<file path="src/rtl/rotate_pkg.sv">
// Shared types and constants for the multi-step rotate sequencer.
package rotate_pkg;

    typedef enum logic [1:0] {
        IDLE = 2'd0,
        ROT  = 2'd1,
        HOLD = 2'd2
    } rot_state_t;

    localparam logic DIR_RIGHT = 1'b1;
    localparam logic DIR_LEFT  = 1'b0;

endpackage

</file>
<file path="src/rtl/rotateN.sv">
// Combinational single-bit rotator: DIR_RIGHT moves bit 0 to the MSB, DIR_LEFT moves the MSB to bit 0.
module rotateN
    import rotate_pkg::*;
#(
    parameter int N = 8
) (
    input  logic [N-1:0] din,
    input  logic         dir,
    output logic [N-1:0] dout
);

    always_comb begin
        if (dir == DIR_RIGHT) begin
            dout = {din[0], din[N-1:1]};
        end else begin
            dout = {din[N-2:0], din[N-1]};
        end
    end

endmodule

</file>
<file path="src/rtl/rotate_seq.sv">
// Sequencer that applies one single-bit rotation per clock until the requested amount is reached,
// then holds the result until ACK; ABORT cancels from ROT or HOLD.
//   state | meaning
//   IDLE  | waiting for START, register and STEPS retained
//   ROT   | one rotation per edge until STEPS == captured amount
//   HOLD  | result stable, DONE high until ACK or ABORT
module rotate_seq
    import rotate_pkg::*;
#(
    parameter int N  = 8,
    parameter int CW = $clog2(N)
) (
    input  logic          CLK,
    input  logic          nRST,
    input  logic          START,
    input  logic [N-1:0]  DIN,
    input  logic          DIR,
    input  logic [CW-1:0] AMT,
    input  logic          ABORT,
    input  logic          ACK,
    output logic          BUSY,
    output logic          DONE,
    output logic [N-1:0]  DOUT,
    output logic [CW-1:0] STEPS
);

    localparam logic [CW-1:0] AMT_MAX = CW'(N - 1);

    rot_state_t    state_q, state_d;
    logic [N-1:0]  work_q;
    logic          dir_q;
    logic [CW-1:0] amt_q;
    logic [CW-1:0] steps_q;
    logic [N-1:0]  rot_next;
    logic [CW-1:0] amt_clamped;
    logic          load_en;
    logic          step_en;

    rotateN #(.N(N)) u_rotate (
        .din  (work_q),
        .dir  (dir_q),
        .dout (rot_next)
    );

    // Only reachable when N is not a power of two.
    assign amt_clamped = (AMT > AMT_MAX) ? AMT_MAX : AMT;

    always_comb begin
        state_d = state_q;
        load_en = 1'b0;
        step_en = 1'b0;
        case (state_q)
            IDLE: begin
                if (START) begin
                    state_d = ROT;
                    load_en = 1'b1;
                end
            end
            ROT: begin
                if (ABORT) begin
                    state_d = IDLE;
                end else if (steps_q == amt_q) begin
                    state_d = HOLD;
                end else begin
                    step_en = 1'b1;
                end
            end
            HOLD: begin
                if (ABORT || ACK) begin
                    state_d = IDLE;
                end
            end
            default: state_d = IDLE;
        endcase
    end

    always_ff @(posedge CLK or negedge nRST) begin
        if (!nRST) begin
            state_q <= IDLE;
            work_q  <= '0;
            dir_q   <= DIR_LEFT;
            amt_q   <= '0;
            steps_q <= '0;
        end else begin
            state_q <= state_d;
            if (load_en) begin
                work_q  <= DIN;
                dir_q   <= DIR;
                amt_q   <= amt_clamped;
                steps_q <= '0;
            end else if (step_en) begin
                work_q  <= rot_next;
                steps_q <= steps_q + CW'(1);
            end
        end
    end

    assign BUSY  = (state_q != IDLE);
    assign DONE  = (state_q == HOLD);
    assign DOUT  = work_q;
    assign STEPS = steps_q;

endmodule

</file>
<file path="config.mk">
export PLATFORM = sky130hd
export DESIGN_NAME = rotate_seq
export DESIGN_NICKNAME = d
export VERILOG_FILES = /design/src/rtl/rotate_pkg.sv /design/src/rtl/rotateN.sv /design/src/rtl/rotate_seq.sv
export SDC_FILE = /design/constraint.sdc
export NUM_CORES = 1
export LEC_CHECK = 0
export CAP_MARGIN = 20
export CORE_MARGIN = 4
export CORE_UTILIZATION = 25
export CTS_BUF_LIST = sky130_fd_sc_hd__clkbuf_8
export DETAILED_ROUTE_END_ITERATION = 10
export MAX_ROUTING_LAYER = met4
export PLACE_DENSITY = 0.46
export SYNTH_ARGS = -nofsm -noshare
export SYNTH_HDL_FRONTEND = slang
export SYNTH_SLANG_ARGS = --single-unit
</file>
<file path="constraint.sdc">
create_clock -name CLK -period 2.26 [get_ports CLK]
set_input_delay 0.226 -clock CLK [delete_from_list [all_inputs] [get_ports CLK]]
set_output_delay 0.226 -clock CLK [all_outputs]
set_load 0.02 [all_outputs]
</file>
==> run metrics <==
cells along the critical path xor2_1 -> o31ai_4 -> mux2i_1 -> o21ai_0; drt initial violations 16; Tcrit/Tclk final 81.02%; worst-path maximum fanout 13; largest net degree at the start of global routing 18; WL/cell approximately 13 µm; Fillers about 340; CTS Buffer Depth 2; post_cts resized 0; Mapped Area 912.1 µm²; Final setup viols 0; unrepaired setup endpoints after global routing no; Rel. slew slack 48.48%; Comb pwr share between 50 and 60%; Crit. End Element register; fin area 1300 µm²; proportion of netlist area held by the largest area contributor a little under half; Cell Area, Placed 1255 µm²; number of global-route vias before repair 720; Highest Clock Rate 0.5461 GHz; CTS root buffer clkbuf_8; die area about 4700 µm²; clock sink total 17; CTS tree yes; initial core utilization 26.50%; drt drc 0; Syn. warnings 0; cell area power density around 1300 nW/µm²; Slew Viols, Final 0; cell taking the most area after synthesis dfrtp_1; # H-tree levels 1; cells on worst reg2reg path 4; Leak roughly 0.59 nW; Least-Margin Pin Slew slightly below 0.8 ns; top post-synthesis cells by area dfrtp_1 (47%), mux2_2 (15%), mux2i_1 (9.9%); critical path class register to register; Area Overhead vs Synth 42.52%; switching share of power about two fifths; Setup Buffers After CTS 0; max cap viols 0; Net Switching 0.6756 mW; Synth Flop Type dfrtp_1; Slowest cell on crit path o31ai_4; CTS Hold Bufs 0; CP top delay family compound AO/OA/AOI/OAI gates; Synth cell types 22; First-pass DRT Iterations 4; register area share after synthesis a little under half; final wirelength 1997 µm; Clock Skew around 0.0023 ns; Die Height about 70 µm; Site Rows 21; Die X approximately 68 µm; DP HPWL around 1500 µm; share of synthesized registers carrying an async set or reset 100.0%; Hold Vio Cnt, Final 0; FF-to-FF setup slack around 0.43 ns; Syn Inst Count just under 80; # IOs 30; number of buffers added on ports 29; Mapped Avg Cell Area roughly 12 µm²; first-pass GRT wire length approximately 3400 µm; minimum clock period about 1.8 ns; sequential share of power 34.7%; count leader, synth dfrtp_1; internal power between 1 and 1.5 mW; Util after Layout a little under two fifths; top cells by count, synth dfrtp_1 (17), mux2_2 (12), mux2i_1 (9); syn nets 97; via count around 660; Setup crit start kind register; Final GP Congestion 0.7310; clock slew at reported path FFs 0.07 ns; Clock Latency Late Sink 0.25 ns; Hold Crit Class input port to asynchronous set/reset pin; number of enable flip-flop cells after synthesis 0; Via density 4.217; overflow left after global routing 0; crit path buf inv count 0; Worst R2R End DOUT[2]; Yosys reg bits 17; status completed; Max stage delay on crit path a little over 0.7 ns; Num CTS Buffers 3; remaining antenna violation count 0; global-route usage over all layers between 10% and 20%; WP data required ~2.4 ns; core area 3442 µm²; VDD IR max between 300 and 400 µV; initial antenna violation count 0; Antenna Cells 0; post-route setup TNS 0 ns; WP data arrival roughly 2.0 ns; final net count 130; share of cells above drive strength 1 between 10% and 20%; Clk pwr share approximately an eighth; worst r2r src STEPS[0]
## cell families (layout without fill, tap and decap cells)
logic type | after synthesis | count (layout) | share of synthesized area [%]
simple gates | 18 | 18 | 10.70
flops | 17 | 17 | 46.64
xor+xnor | 4 | 4 | 3.840
buf+inv | 6 | 38 | 3.839
compound gates | 12 | 12 | 8.917
mux | 21 | 21 | 24.69
fa+ha+maj | 1 | 1 | 1.372
## layer usage
metal | GRT usage [%] | vias to the layer above | share of wire, %
li1 | - | 339 | -
met1 | 13.27 | 307 | 48
met2 | 15.49 | 14 | 47
met3 | 1.970 | 2 | 3.7
met4 | 5.955 | 0 | 1.1
met5 | - | - | 0
## power by group through the flow
| stage | combinational (mW) | clock, mW | sequential, mW |
|---|---|---|---|
| 3_5_place_dp | 0.912 | 0 | 0.608 |
| 6_report | 0.901 | 0.228 | 0.599 |
| 4_1_cts | 0.916 | 0.242 | 0.603 |
| 3_3_place_gp | 0.912 | 0 | 0.606 |
| 2_1_floorplan | 0.540 | 0 | 0.654 |
| 5_1_grt | 0.997 | 0.259 | 0.630 |
## metrics by stage
step	hold slack (ns)	worst slack, ns	cells	total power [mW]
6_report	0.2965	0.4289	157	1.727
5_1_grt	0.3139	0.2633	157	1.886
4_1_cts	0.2971	0.4192	157	1.762
3_5_place_dp	0.5180	0.4429	153	1.521
3_3_place_gp	0.5132	0.4755	153	1.518
2_1_floorplan	-0.06959	0.6440	79	1.194
## worst max path at each step
stage,startpoint,endpoint,slack [ns],depth (start not counted)
3_5_place_dp,STEPS[0],DOUT[4],0.44,4
2_1_floorplan,STEPS[0],DOUT[3],0.64,5
5_1_grt,STEPS[0],DOUT[2],0.26,4
6_report,STEPS[0],DOUT[2],0.43,4
4_1_cts,STEPS[0],DOUT[2],0.42,4
3_3_place_gp,STEPS[0],DOUT[1],0.48,4
## cell type report
class	count	area, µm²	share of cell area (%)
flip-flops and latches	17	425.4	32.72
repair buffers	32	312.8	24.06
clock inverters	1	3.754	0.2887
well taps	46	57.56	4.427
inverters	2	7.507	0.5775
clock buffers	3	41.29	3.176
multi-input cells	56	451.7	34.74
## cells in the final DEF (no fill, tap or decap), drive strengths merged
master	count
clkdlybuf4s50	29
dfrtp	17
mux2	12
mux2i	9
o21ai	9
nand2	8
xor2	4
nor2	3
inv	3
clkbuf	3
buf	3
nor2b	2
nor3b	2
o31ai	2
or2	1
nand2b	1
nor4	1
a22oi	1
ha	1
## sequential cells by signal, indices dropped and copies added (netlist names)
signal   cells
DOUT         8
STEPS        3
amt_q        3
dir_q        1
state_q      2
No activity file was read; power rests on OpenSTA's default activity.
